File: config.mk
export PLATFORM = sky130hd
export DESIGN_NAME = anton_neopixel_stream_sequencer
export DESIGN_NICKNAME = d
export VERILOG_FILES = /design/src/rtl/anton_neopixel_stream_sequencer_pkg.sv /design/src/rtl/anton_neopixel_stream_sequencer_bit_timer.sv /design/src/rtl/anton_neopixel_stream_sequencer.sv
export SDC_FILE = /design/constraint.sdc
export NUM_CORES = 1
export LEC_CHECK = 0
export BUFFER_PORTS_ARGS = -buffer_cell sky130_fd_sc_hd__buf_2
export CAP_MARGIN = 20
export CORE_MARGIN = 2
export CORE_UTILIZATION = 60
export DETAILED_ROUTE_END_ITERATION = 6
export PLACE_DENSITY = 0.92
export SKIP_CTS_REPAIR_TIMING = 1
export SLEW_MARGIN = 0
export SYNTH_ARGS = -nofsm -noshare
export SYNTH_HDL_FRONTEND = slang
export SYNTH_SLANG_ARGS = --single-unit
File: constraint.sdc
create_clock -name clk7mhz -period 3.05 [get_ports clk7mhz]
set_input_delay 0.305 -clock clk7mhz [delete_from_list [all_inputs] [get_ports clk7mhz]]
set_output_delay 0.305 -clock clk7mhz [all_outputs]
set_load 0.005 [all_outputs]
File: src/rtl/anton_neopixel_stream_sequencer_pkg.sv
// Shared definitions for the NeoPixel stream sequencer and stream encoder:
// state encoding, default sizing and bit-timing limits.
package anton_neopixel_stream_sequencer_pkg;

  // Stream state as seen by the encoder.
  localparam logic [0:0] ENUM_STATE_RESET    = 1'b0;
  localparam logic [0:0] ENUM_STATE_TRANSMIT = 1'b1;

  // Default sizing.
  // 400 clocks at 7 MHz gives a latch period longer than 50 us.
  localparam int BUFFER_END_DEFAULT   = 255;
  localparam int RESET_CYCLES_DEFAULT = 400;

  // Each colour bit is 8 pattern slots, and each pixel is 24 colour bits.
  localparam logic [2:0] LAST_SLOT      = 3'd7;
  localparam logic [4:0] LAST_PIXEL_BIT = 5'd23;

  // Per-frame mode, captured when the frame starts.
  typedef struct packed {
    logic mode32;  // 4 bytes per pixel
    logic loop;    // repeat frames instead of requesting run clear
  } frameCfg_t;

endpackage

File: src/rtl/anton_neopixel_stream_sequencer_bit_timer.sv
// Bit-timing cascade: the pattern slot (0..7) wraps into the pixel bit
// index (0..23). pixelDone marks the final slot of the final bit of a
// pixel, so the parent knows to advance pixelIndex on that same edge.
module anton_neopixel_stream_sequencer_bit_timer
  import anton_neopixel_stream_sequencer_pkg::*;
(
  input  logic       clk7mhz,
  input  logic       rstn,
  input  logic       clear,
  input  logic       advance,
  output logic [2:0] bitPatternIndex,
  output logic [4:0] pixelBitIndex,
  output logic       pixelDone
);

  logic [2:0] slot_r;
  logic [4:0] bit_r;

  // Slot counter cascading into the pixel bit counter; clear has priority.
  always_ff @(posedge clk7mhz or negedge rstn) begin
    if (!rstn) begin
      slot_r <= 3'd0;
      bit_r  <= 5'd0;
    end else if (clear) begin
      slot_r <= 3'd0;
      bit_r  <= 5'd0;
    end else if (advance) begin
      slot_r <= slot_r + 3'd1;
      if (slot_r == LAST_SLOT) begin
        if (bit_r == LAST_PIXEL_BIT) begin
          bit_r <= 5'd0;
        end else begin
          bit_r <= bit_r + 5'd1;
        end
      end else begin
        bit_r <= bit_r;
      end
    end else begin
      slot_r <= slot_r;
      bit_r  <= bit_r;
    end
  end

  assign bitPatternIndex = slot_r;
  assign pixelBitIndex   = bit_r;
  assign pixelDone       = (slot_r == LAST_SLOT) && (bit_r == LAST_PIXEL_BIT);

endmodule

File: src/rtl/anton_neopixel_stream_sequencer.sv
// NeoPixel stream sequencer. It runs the RESET/TRANSMIT state machine, the
// pixel byte index and the latch-period counter. Frame mode and the clamped
// end index are captured at frame start. The bit timer supplies the
// per-pixel bit and slot indices. 32-bit mode assumes BUFFER_END >= 4.
module anton_neopixel_stream_sequencer
  import anton_neopixel_stream_sequencer_pkg::*;
#(
  parameter  int BUFFER_END   = BUFFER_END_DEFAULT,
  parameter  int RESET_CYCLES = RESET_CYCLES_DEFAULT,
  localparam int BUFFER_BITS  = $clog2(BUFFER_END + 1),
  localparam int RESET_BITS   = $clog2(RESET_CYCLES + 1)
) (
  input  logic                   clk7mhz,
  input  logic                   rstn,
  input  logic                   regCtrlRun,
  input  logic                   regCtrlLoop,
  input  logic                   regCtrl32bit,
  input  logic [BUFFER_BITS-1:0] regMax,
  output logic                   state,
  output logic [BUFFER_BITS-1:0] pixelIndex,
  output logic [4:0]             pixelBitIndex,
  output logic [2:0]             bitPatternIndex,
  output logic                   streamSyncOf,
  output logic                   regCtrlRunClear
);

  localparam logic [RESET_BITS-1:0]  RESET_LAST = RESET_BITS'(RESET_CYCLES - 1);
  localparam logic [BUFFER_BITS-1:0] END_LIMIT  = BUFFER_BITS'(BUFFER_END);

  logic [0:0]             seqState_r;
  logic [RESET_BITS-1:0]  resetCnt_r;
  logic [BUFFER_BITS-1:0] pixelIndex_r;
  logic [BUFFER_BITS-1:0] endIdx_r;
  frameCfg_t              frameCfg_r;
  logic                   streamSyncOf_r;
  logic                   runClear_r;

  logic                   pixelDone_s;
  logic                   lastPixel_s;
  logic                   frameStart_s;
  logic                   frameDone_s;
  logic                   abort_s;
  logic                   timerClear_s;
  logic                   timerAdvance_s;
  logic [BUFFER_BITS-1:0] clampedEnd_s;
  logic [BUFFER_BITS-1:0] pixelStep_s;

  // Clamp the requested end index to the physical buffer.
  always_comb begin
    clampedEnd_s = regMax;
    if (regMax > END_LIMIT) begin
      clampedEnd_s = END_LIMIT;
    end else begin
      clampedEnd_s = regMax;
    end
  end

  // The last-pixel test and the index step depend on the latched pixel width.
  always_comb begin
    lastPixel_s = 1'b0;
    pixelStep_s = BUFFER_BITS'(1);
    if (frameCfg_r.mode32) begin
      lastPixel_s = (pixelIndex_r[BUFFER_BITS-1:2] == endIdx_r[BUFFER_BITS-1:2]);
      pixelStep_s = BUFFER_BITS'(4);
    end else begin
      lastPixel_s = (pixelIndex_r == endIdx_r);
      pixelStep_s = BUFFER_BITS'(1);
    end
  end

  // State transition strobes. A normal frame end takes priority over run
  // falling on the same cycle, so the end-of-frame pulses are still sent.
  always_comb begin
    frameStart_s   = 1'b0;
    frameDone_s    = 1'b0;
    abort_s        = 1'b0;
    timerClear_s   = 1'b1;
    timerAdvance_s = 1'b0;
    if (seqState_r == ENUM_STATE_TRANSMIT) begin
      frameDone_s    = pixelDone_s && lastPixel_s;
      abort_s        = !regCtrlRun && !frameDone_s;
      timerClear_s   = abort_s;
      timerAdvance_s = 1'b1;
    end else begin
      frameStart_s   = (resetCnt_r == RESET_LAST) && regCtrlRun;
      timerClear_s   = 1'b1;
      timerAdvance_s = 1'b0;
    end
  end

  anton_neopixel_stream_sequencer_bit_timer bitTimer (
    .clk7mhz         (clk7mhz),
    .rstn            (rstn),
    .clear           (timerClear_s),
    .advance         (timerAdvance_s),
    .bitPatternIndex (bitPatternIndex),
    .pixelBitIndex   (pixelBitIndex),
    .pixelDone       (pixelDone_s)
  );

  // State machine, pixel index, latch counter, frame capture and pulses.
  always_ff @(posedge clk7mhz or negedge rstn) begin
    if (!rstn) begin
      seqState_r     <= ENUM_STATE_RESET;
      resetCnt_r     <= '0;
      pixelIndex_r   <= '0;
      endIdx_r       <= '0;
      frameCfg_r     <= '0;
      streamSyncOf_r <= 1'b0;
      runClear_r     <= 1'b0;
    end else begin
      case (seqState_r)
        ENUM_STATE_RESET: begin
          streamSyncOf_r <= 1'b0;
          runClear_r     <= 1'b0;
          pixelIndex_r   <= '0;
          if (frameStart_s) begin
            seqState_r        <= ENUM_STATE_TRANSMIT;
            resetCnt_r        <= '0;
            endIdx_r          <= clampedEnd_s;
            frameCfg_r.mode32 <= regCtrl32bit;
            frameCfg_r.loop   <= regCtrlLoop;
          end else if (resetCnt_r != RESET_LAST) begin
            resetCnt_r <= resetCnt_r + RESET_BITS'(1);
          end else begin
            resetCnt_r <= resetCnt_r;
          end
        end
        ENUM_STATE_TRANSMIT: begin
          if (frameDone_s) begin
            seqState_r     <= ENUM_STATE_RESET;
            resetCnt_r     <= '0;
            pixelIndex_r   <= '0;
            streamSyncOf_r <= 1'b1;
            runClear_r     <= !frameCfg_r.loop;
          end else if (abort_s) begin
            seqState_r     <= ENUM_STATE_RESET;
            resetCnt_r     <= '0;
            pixelIndex_r   <= '0;
            streamSyncOf_r <= 1'b0;
            runClear_r     <= 1'b0;
          end else begin
            streamSyncOf_r <= 1'b0;
            runClear_r     <= 1'b0;
            if (pixelDone_s) begin
              pixelIndex_r <= pixelIndex_r + pixelStep_s;
            end else begin
              pixelIndex_r <= pixelIndex_r;
            end
          end
        end
        default: begin
          seqState_r     <= ENUM_STATE_RESET;
          resetCnt_r     <= '0;
          pixelIndex_r   <= '0;
          streamSyncOf_r <= 1'b0;
          runClear_r     <= 1'b0;
        end
      endcase
    end
  end

  assign state           = seqState_r;
  assign pixelIndex      = pixelIndex_r;
  assign streamSyncOf    = streamSyncOf_r;
  assign regCtrlRunClear = runClear_r;

endmodule

==> tab_implementation.tex, run 1 <==
\begin{tabular}{lr}
\hline
Metric & Value \\
\hline
\multicolumn{2}{l}{\textbf{Logic synthesis}} \\
Count of flip-flops with a built-in enable after synthesis & 0 \\
Post-Syn Nets & around 200 \\
Share of async-settable or async-resettable flops after synthesis & 1.000 \\
Area of the mapped netlist & 0.001989 mm2 \\
Register area share after synthesis & 0.4780 \\
Ys flop type & sky130\_fd\_sc\_hd\_\_dfrtp\_1 \\
Distinct cell type count after synthesis & 48 \\
Synth Register Bits & 38 \\
Fraction of synthesized cell area in xor and xnor cells & 0.06604 \\
Post-synthesis instance total & 179 \\
Main combinational cell family by area after synthesis & simple AND/OR/NAND/NOR gates \\
Total of warnings raised by yosys & 0 \\
Mean cell area of the mapped netlist & 11.11 um2 \\
Synth Area in Adders & 0.04403 \\
Multiplexer share of the synthesized area & 0.06226 \\
Synth Area in Simple Gates & 0.1642 \\
Complex-gate fraction of the synthesized area & 0.1484 \\
\multicolumn{2}{l}{\textbf{Layout}} \\
Final-layout fill cell count & 233 \\
Layout overhead on the synthesized area & 14.53\% \\
Non-filler cells in the finished layout & 258 \\
Layout Cell Area excl Fill & 0.002278 mm2 \\
Share of the core filled with cells in the final layout & 0.7343 \\
Commonest cells after routing, fill and taps aside & sky130\_fd\_sc\_hd\_\_dfrtp\_1 (38), sky130\_fd\_sc\_hd\_\_buf\_2 (31), sky130\_fd\_sc\_hd\_\_a21oi\_1 (12) \\
Fraction of layout instances using a drive strength above 1 & 0.2570 \\
Most common library cell in the layout ignoring fill and taps & sky130\_fd\_sc\_hd\_\_dfrtp\_1 \\
Final-stage net count & 233 \\
Antenna Cells & 0 \\
\multicolumn{2}{l}{\textbf{Power and ir drop}} \\
Flop pwr share & 0.521 \\
Part of the total power dissipated in combinational logic & 0.018 \\
Proportion of power drawn by the clock network & 0.461 \\
Fraction of power spent switching nets & 0.1863 \\
Worst voltage drop across the vdd grid & 286.6 uV \\
Total power draw & 966.8 uW \\
Internal portion of total power & 786.7 uW \\
Static Leakage & 1.136 nW \\
Pwr per Cell Area & between 400 and 500 mW/mm2 \\
Switching power of the nets & 180.1 uW \\
\multicolumn{2}{l}{\textbf{Setup path}} \\
Arrival time at the worst endpoint & roughly 2200 ps \\
Largest fanout on the critical path & 13 \\
Setup Crit Path Kind & register to register \\
Worst Setup End Kind & register \\
Nature of the critical path startpoint & register \\
Req. time, crit path & 3340 ps \\
\multicolumn{2}{l}{\textbf{CTS}} \\
CTS sink cnt & 38 \\
Number of buffers inserted during clock tree synthesis & 5 \\
Number of buffers between clock root and the deepest sink & 2 \\
TritonCTS clock tree & yes \\
Clock H-tree levels & 2 \\
Clock slew at the register clock pins of the worst setup and hold paths & 120 ps \\
Skew-Pair Late Insertion Delay & 350 ps \\
Clock root buffer & sky130\_fd\_sc\_hd\_\_clkbuf\_4 \\
\multicolumn{2}{l}{\textbf{Worst hold path}} \\
Worst min-delay path category & input port to asynchronous set/reset pin \\
\multicolumn{2}{l}{\textbf{Floorplan}} \\
Top-Level Pins & 32 \\
Horizontal die dimension & 61.58 um \\
Die Y-Extent & 61.58 um \\
Initial cell density of the core & 0.6411 \\
Row Count & 20 \\
Area inside the core boundary & 0.003103 mm2 \\
Die area & roughly 0.0038 mm2 \\
\multicolumn{2}{l}{\textbf{GRT}} \\
Via count of the first global-routing pass & 1382 \\
Met1 Track Usage GR & 0.3082 \\
Maximum number of pins on one net before global-route repair & 39 \\
Routing layer with the top usage in global route & met2 \\
Global router's overall resource usage & 0.2300 \\
M3 GR Usage & 0.05042 \\
Global-route met2 utilization & 0.3609 \\
First-pass GRT wire length & 6320 um \\
Number of antenna violations at the first check in global routing & 0 \\
GRT Residual Overflow & 0 \\
\multicolumn{2}{l}{\textbf{Route}} \\
Number of violations reported at the end of detailed-routing iteration 0 & between 100 and 150 \\
Vias per inst & 5.891 \\
Number of DRC violations after detailed routing & 0 \\
Number of iterations in the first detailed-routing pass & 4 \\
Overall via count from detail\_route & 1520 \\
Routed wire length & 3842 um \\
Detail-routed net length per standard cell & $\sim$15 um \\
Post-route antenna net violation count & 0 \\
\multicolumn{2}{l}{\textbf{STA}} \\
Setup Total Neg Slack & 0 ps \\
Worst slew pin tran & 810.2 ps \\
Post-route clock skew & 9.200 ps \\
Number of setup violations in the final report & 0 \\
Final worst hold slack & 32.11 ps \\
Final Max Slew Viols & 0 \\
Clock period minus worst slack & 1933 ps \\
Count of final hold-check violations & 0 \\
Maximum clock frequency & between 500 and 600 MHz \\
Max-Slew Margin vs Limit & 0.4598 \\
Final setup margin & 1117 ps \\
Setup repair after global routing missed its margin & no \\
Final period util & 0.6338 \\
\multicolumn{2}{l}{\textbf{Status}} \\
Status & complete, no violations \\
\multicolumn{2}{l}{\textbf{Place}} \\
Number of cells in the design after placement & 250 \\
Setup WS pre-CTS & 1142 ps \\
Cell Area, Placed & 0.002167 mm2 \\
Detailed placer's ending HPWL & 2751 um \\
Global placement routability congestion & roughly 0.8 \\
Count of buffers inserted at the top-level ports & 31 \\
\multicolumn{2}{l}{\textbf{Job}} \\
Max-Cap Viols & 0 \\
\hline
\end{tabular}
## sequential cells by signal (all words and copies together), names as in the netlist
name,cells
frameCfg_r,2
bitTimer.bitPatternIndex,3
endIdx_r,8
state,1
pixelIndex,8
regCtrlRunClear,1
resetCnt_r,9
streamSyncOf,1
bitTimer.pixelBitIndex,5
## final cells by class
| class | count | area (um2) | share of cell area |
|---|---|---|---|
| Inverter | 11 | 41.29 | 0.01812 |
| Clock buffer | 6 | 51.30 | 0.02252 |
| Clock inverter | 2 | 60.06 | 0.02636 |
| Timing Repair Buffer | 31 | 155.1 | 0.06809 |
| Sequential cell | 38 | 950.9 | 0.4174 |
| Multi-Input combinational cell | 126 | 964.7 | 0.4234 |
| Tap cell | 44 | 55.05 | 0.02416 |
## cell families after synthesis
| logic type | count (synthesis) |
|---|---|
| adder cells (fa/ha/maj) | 7 |
| XOR/XNOR | 15 |
| flip-flops | 38 |
| AO/OA/AOI/OAI | 46 |
| multiplexers | 11 |
| AND/OR/NAND/NOR | 47 |
| buffers and inverters | 15 |
## worst paths after layout
check	from	endpoint	slack, ps	cells after the start
worst max-delay path	bitTimer.bitPatternIndex[0]$_DFFE_PN0P_	pixelIndex[6]$_DFFE_PN0P_	1120	5
worst min-delay path	rstn	bitTimer.pixelBitIndex[2]$_DFFE_PN0P_	30	1
worst max register to register	bitTimer.bitPatternIndex[0]$_DFFE_PN0P_	pixelIndex[6]$_DFFE_PN0P_	1120	5
worst min register to register	frameCfg_r[0]$_DFFE_PN0P_	regCtrlRunClear$_DFF_PN0_	430	1
max in group asynchronous	rstn	state$_DFF_PN0_	2500	1
min in group clk7mhz	regCtrl32bit	frameCfg_r[1]$_DFFE_PN0P_	160	2
## Yosys cell counts (3+ instances only)
master | n | area [um2]
sky130_fd_sc_hd__o21ai_0 | 3 | 15.01
sky130_fd_sc_hd__nor2_1 | 3 | 11.26
sky130_fd_sc_hd__dfrtp_1 | 38 | 950.9
sky130_fd_sc_hd__xnor2_1 | 7 | 61.31
sky130_fd_sc_hd__o31ai_1 | 3 | 22.52
sky130_fd_sc_hd__a31oi_1 | 5 | 31.28
sky130_fd_sc_hd__a21oi_2 | 3 | 26.28
sky130_fd_sc_hd__mux2_1 | 10 | 112.6
sky130_fd_sc_hd__o211ai_1 | 3 | 22.52
sky130_fd_sc_hd__a21oi_1 | 12 | 60.06
sky130_fd_sc_hd__ha_1 | 7 | 87.58
sky130_fd_sc_hd__xor2_1 | 8 | 70.07
sky130_fd_sc_hd__nand2_1 | 10 | 37.54
sky130_fd_sc_hd__inv_1 | 11 | 41.29
sky130_fd_sc_hd__nand4_1 | 4 | 25.02
sky130_fd_sc_hd__o21ai_1 | 8 | 40.04
sky130_fd_sc_hd__nand3_1 | 3 | 15.01
## power groups by stage
stage | clock network (mW) | registers [mW] | logic, mW
6_report | 0.445 | 0.504 | 0.0178
5_1_grt | 0.475 | 0.504 | 0.0210
3_5_place_dp | 0 | 0.513 | 0.0187
3_3_place_gp | 0 | 0.513 | 0.0183
2_1_floorplan | 0 | 0.513 | 0.000189
4_1_cts | 0.452 | 0.504 | 0.0188
## worst max-delay path: stages (launching register included)
cell and delay, ps:
sky130_fd_sc_hd__dfrtp_1 390, sky130_fd_sc_hd__ha_1 160, sky130_fd_sc_hd__ha_1 370, sky130_fd_sc_hd__a21oi_2 230, sky130_fd_sc_hd__or4_4 560, sky130_fd_sc_hd__a21oi_2 160
## per-layer routing
| layer | routed length (um) | vias to the layer above |
|---|---|---|
| li1 | - | 725 |
| met3 | 171 | 11 |
| met2 | 1886 | 35 |
| met1 | 1691 | 749 |
| met4 | 92 | 0 |
| met5 | 0 | - |
Power figures use the tool's default switching activity.
==> inputs of run 2 (changes only) <==
--- a/config.mk
+++ b/config.mk
@@ -5,12 +5,13 @@
 export SDC_FILE = /design/constraint.sdc
 export NUM_CORES = 1
 export LEC_CHECK = 0
+export ABC_AREA = 1
 export BUFFER_PORTS_ARGS = -buffer_cell sky130_fd_sc_hd__buf_2
 export CAP_MARGIN = 20
 export CORE_MARGIN = 2
-export CORE_UTILIZATION = 60
+export CORE_UTILIZATION = 57
 export DETAILED_ROUTE_END_ITERATION = 6
-export PLACE_DENSITY = 0.92
+export PLACE_DENSITY = 0.88
 export SKIP_CTS_REPAIR_TIMING = 1
 export SLEW_MARGIN = 0
 export SYNTH_ARGS = -nofsm -noshare
==> constraint.sdc (replaced) <==
create_clock -name clk7mhz -period 1.8 [get_ports clk7mhz]
set_input_delay 0.18 -clock clk7mhz [delete_from_list [all_inputs] [get_ports clk7mhz]]
set_output_delay 0.18 -clock clk7mhz [all_outputs]
set_load 0.005 [all_outputs]
==> tab_implementation.tex, run 2 <==
\begin{tabular}{lr}
\hline
Metric & Value \\
\hline
\multicolumn{2}{l}{\textbf{STA}} \\
Final Max Slew Viols & 0 \\
Count of final hold-check violations & 0 \\
Post-route clock skew & 8.011 ps \\
Maximum clock frequency & 579.0 MHz \\
Final period util & 0.9595 \\
Max-Slew Margin vs Limit & 0.7739 \\
Final worst hold slack & 106.8 ps \\
Final setup margin & 72.97 ps \\
Number of setup violations in the final report & 0 \\
Worst slew pin tran & 337.9 ps \\
Clock period minus worst slack & 1727 ps \\
\multicolumn{2}{l}{\textbf{Layout}} \\
Antenna Cells & 0 \\
Fraction of layout instances using a drive strength above 1 & 0.2763 \\
Max FFs per register & 9 \\
Most common library cell in the layout ignoring fill and taps & sky130\_fd\_sc\_hd\_\_nand2\_1 \\
Non-filler cells in the finished layout & 352 \\
Layout overhead on the synthesized area & 22.62\% \\
Share of the core filled with cells in the final layout & 0.7317 \\
Top reg by flops & resetCnt\_r \\
Final-stage net count & 323 \\
Commonest cells after routing, fill and taps aside & sky130\_fd\_sc\_hd\_\_nand2\_1 (62), sky130\_fd\_sc\_hd\_\_dfrtp\_1 (38), sky130\_fd\_sc\_hd\_\_inv\_1 (31), sky130\_fd\_sc\_hd\_\_buf\_2 (31), sky130\_fd\_sc\_hd\_\_nor2\_1 (23) \\
\multicolumn{2}{l}{\textbf{Setup path}} \\
Maximum single-stage delay on the critical path & 370 ps \\
Setup Crit Path Kind & register to register \\
Req. time, crit path & 2040 ps \\
Library cell appearing most often on the critical path & sky130\_fd\_sc\_hd\_\_nor2\_4 \\
Cell family contributing the most delay on the critical path & simple AND/OR/NAND/NOR gates \\
Worst Setup End Kind & register \\
Arrival time at the worst endpoint & 1960 ps \\
CP Buf/Inv Count & 2 \\
Largest fanout on the critical path & 6 \\
CP max-delay cell & sky130\_fd\_sc\_hd\_\_dfrtp\_1 \\
Critical path depth in cells & 11 \\
Critical Path, Cell by Cell & ha\_2 -> ha\_4 -> inv\_2 -> nor2\_4 -> nand3\_4 -> nor2\_4 -> nand3\_2 -> nand2\_4 -> buf\_4 -> nand3b\_1 -> nand2\_1 \\
Worst reg2reg path depth & 11 \\
Nature of the critical path startpoint & register \\
\multicolumn{2}{l}{\textbf{GRT}} \\
Maximum number of pins on one net before global-route repair & 39 \\
GRT Residual Overflow & 0 \\
Number of antenna violations at the first check in global routing & 0 \\
Global router's overall resource usage & 0.2357 \\
Via count of the first global-routing pass & 1745 \\
First-pass GRT wire length & 7631 um \\
\multicolumn{2}{l}{\textbf{Route}} \\
Number of iterations in the first detailed-routing pass & 4 \\
Overall via count from detail\_route & 1836 \\
Number of violations reported at the end of detailed-routing iteration 0 & 85 \\
Routed wire length & 4816 um \\
Number of DRC violations after detailed routing & 0 \\
Post-route antenna net violation count & 0 \\
Vias per inst & 5.216 \\
Detail-routed net length per standard cell & about 14 um \\
\multicolumn{2}{l}{\textbf{Logic synthesis}} \\
Total of warnings raised by yosys & 0 \\
Most instantiated cells after synthesis & sky130\_fd\_sc\_hd\_\_nand2\_1 (62), sky130\_fd\_sc\_hd\_\_dfrtp\_1 (38), sky130\_fd\_sc\_hd\_\_inv\_1 (31) \\
Biggest area contributors in the synthesized netlist & sky130\_fd\_sc\_hd\_\_dfrtp\_1 (44\%), sky130\_fd\_sc\_hd\_\_nand2\_1 (11\%), sky130\_fd\_sc\_hd\_\_mux2\_4 (6.2\%) \\
Post-Syn Nets & 274 \\
Mean cell area of the mapped netlist & 8.601 um2 \\
Area of the mapped netlist & 0.002185 mm2 \\
Share of async-settable or async-resettable flops after synthesis & 1.000 \\
Fraction of synthesized cell area taken by the top area cell type & 0.4353 \\
Count of flip-flops with a built-in enable after synthesis & 0 \\
Synth Register Bits & 38 \\
Ys flop type & sky130\_fd\_sc\_hd\_\_dfrtp\_1 \\
Register area share after synthesis & 0.4353 \\
Post-synthesis instance total & $\sim$250 \\
Most repeated cell in the gate-level netlist after synthesis & sky130\_fd\_sc\_hd\_\_nand2\_1 \\
Distinct cell type count after synthesis & 30 \\
Library cell with the largest summed area after synthesis & sky130\_fd\_sc\_hd\_\_dfrtp\_1 \\
\multicolumn{2}{l}{\textbf{Power and ir drop}} \\
Worst voltage drop across the vdd grid & between 500 and 600 uV \\
Internal portion of total power & around 1.3 mW \\
Part of the total power dissipated in combinational logic & 0.024 \\
Fraction of power spent switching nets & 0.1975 \\
Flop pwr share & 0.534 \\
Pwr per Cell Area & 597.0 mW/mm2 \\
Static Leakage & 1.393 nW \\
Proportion of power drawn by the clock network & 0.443 \\
Switching power of the nets & 315.9 uW \\
\multicolumn{2}{l}{\textbf{Floorplan}} \\
Area inside the core boundary & 0.003661 mm2 \\
Initial cell density of the core & 0.5967 \\
Die Y-Extent & 65.91 um \\
Horizontal die dimension & 65.91 um \\
Row Count & 22 \\
Top-Level Pins & 32 \\
Die area & around 0.0043 mm2 \\
\multicolumn{2}{l}{\textbf{CTS}} \\
Clock root buffer & sky130\_fd\_sc\_hd\_\_clkbuf\_8 \\
CTS sink cnt & 38 \\
Number of buffers between clock root and the deepest sink & 2 \\
Clock slew at the register clock pins of the worst setup and hold paths & 70 ps \\
Clock H-tree levels & 2 \\
Skew-Pair Late Insertion Delay & 300 ps \\
TritonCTS clock tree & yes \\
Number of buffers inserted during clock tree synthesis & 5 \\
\multicolumn{2}{l}{\textbf{Place}} \\
Detailed placer's ending HPWL & 3233 um \\
Setup WS pre-CTS & 32.95 ps \\
Count of buffers inserted at the top-level ports & 31 \\
Global placement routability congestion & 0.8264 \\
Number of cells in the design after placement & 336 \\
\multicolumn{2}{l}{\textbf{Job}} \\
Max-Cap Viols & 0 \\
\multicolumn{2}{l}{\textbf{Worst hold path}} \\
Worst min-delay path category & input port to register \\
Cells on Worst Hold Path & 2 \\
\multicolumn{2}{l}{\textbf{Status}} \\
Status & complete, no violations \\
\hline
\end{tabular}
## run 2: cell families after synthesis
family / Yosys count / share of synthesized area
adder cells (fa/ha/maj): 7 / 0.04009
AO/OA/AOI/OAI: 16 / 0.03780
AND/OR/NAND/NOR: 134 / 0.3018
buffers and inverters: 38 / 0.07388
multiplexers: 10 / 0.06701
XOR/XNOR: 11 / 0.04410
flip-flops: 38 / 0.4353
## run 2: per-layer routing
layer,vias to the layer above,wire (um),global-route usage,share of wire
met5,-,0,0,0
met4,0,89,0.09896,0.018
met3,8,253,0.06474,0.053
met2,61,2501,0.3914,0.52
met1,853,1972,0.2875,0.41
li1,914,-,-,-
## run 2: cell type report
type                            instances  area, um2
Sequential cell                        38      950.9
Timing Repair Buffer                   46      295.3
Fill cell                             266      982.2
Clock buffer                            7      76.32
Inverter                               34      127.6
Clock inverter                          1      30.03
Tap cell                               48      60.06
Multi-Input combinational cell        178       1139
## run 2: final timing paths
| path | end | slack, ps | startpoint |
|---|---|---|---|
| min in group asynchronous | resetCnt_r[2]$_DFFE_PN0P_ | 370 | rstn |
| setup reg to reg | resetCnt_r[3]$_DFFE_PN0P_ | 70 | bitTimer.bitPatternIndex[1]$_DFFE_PN0P_ |
| hold / removal | endIdx_r[4]$_DFFE_PN0P_ | 110 | regMax[4] |
| hold reg to reg | regCtrlRunClear$_DFF_PN0_ | 440 | frameCfg_r[0]$_DFFE_PN0P_ |
| setup / recovery | resetCnt_r[3]$_DFFE_PN0P_ | 70 | bitTimer.bitPatternIndex[1]$_DFFE_PN0P_ |
| max in group asynchronous | resetCnt_r[6]$_DFFE_PN0P_ | 1230 | rstn |
## run 2: power groups by stage
stage / clock network (mW) / registers (mW) / logic [mW]
after floorplan: 0 / 0.870 / 0.000525
after global placement: 0 / 0.870 / 0.0364
after detailed placement: 0 / 0.870 / 0.0375
after CTS: 0.722 / 0.853 / 0.0375
after global routing: 0.757 / 0.853 / 0.0429
final: 0.708 / 0.853 / 0.0380
## run 2: metrics by stage
step                TNS [ps]  power, mW  area (um2)
global route          -10.70      1.652        2679
floorplan                  0     0.8706        2185
CTS                   -12.77      1.613        2537
global placement           0     0.9062        2431
detailed placement         0     0.9073        2431
finish                     0      1.599        2679
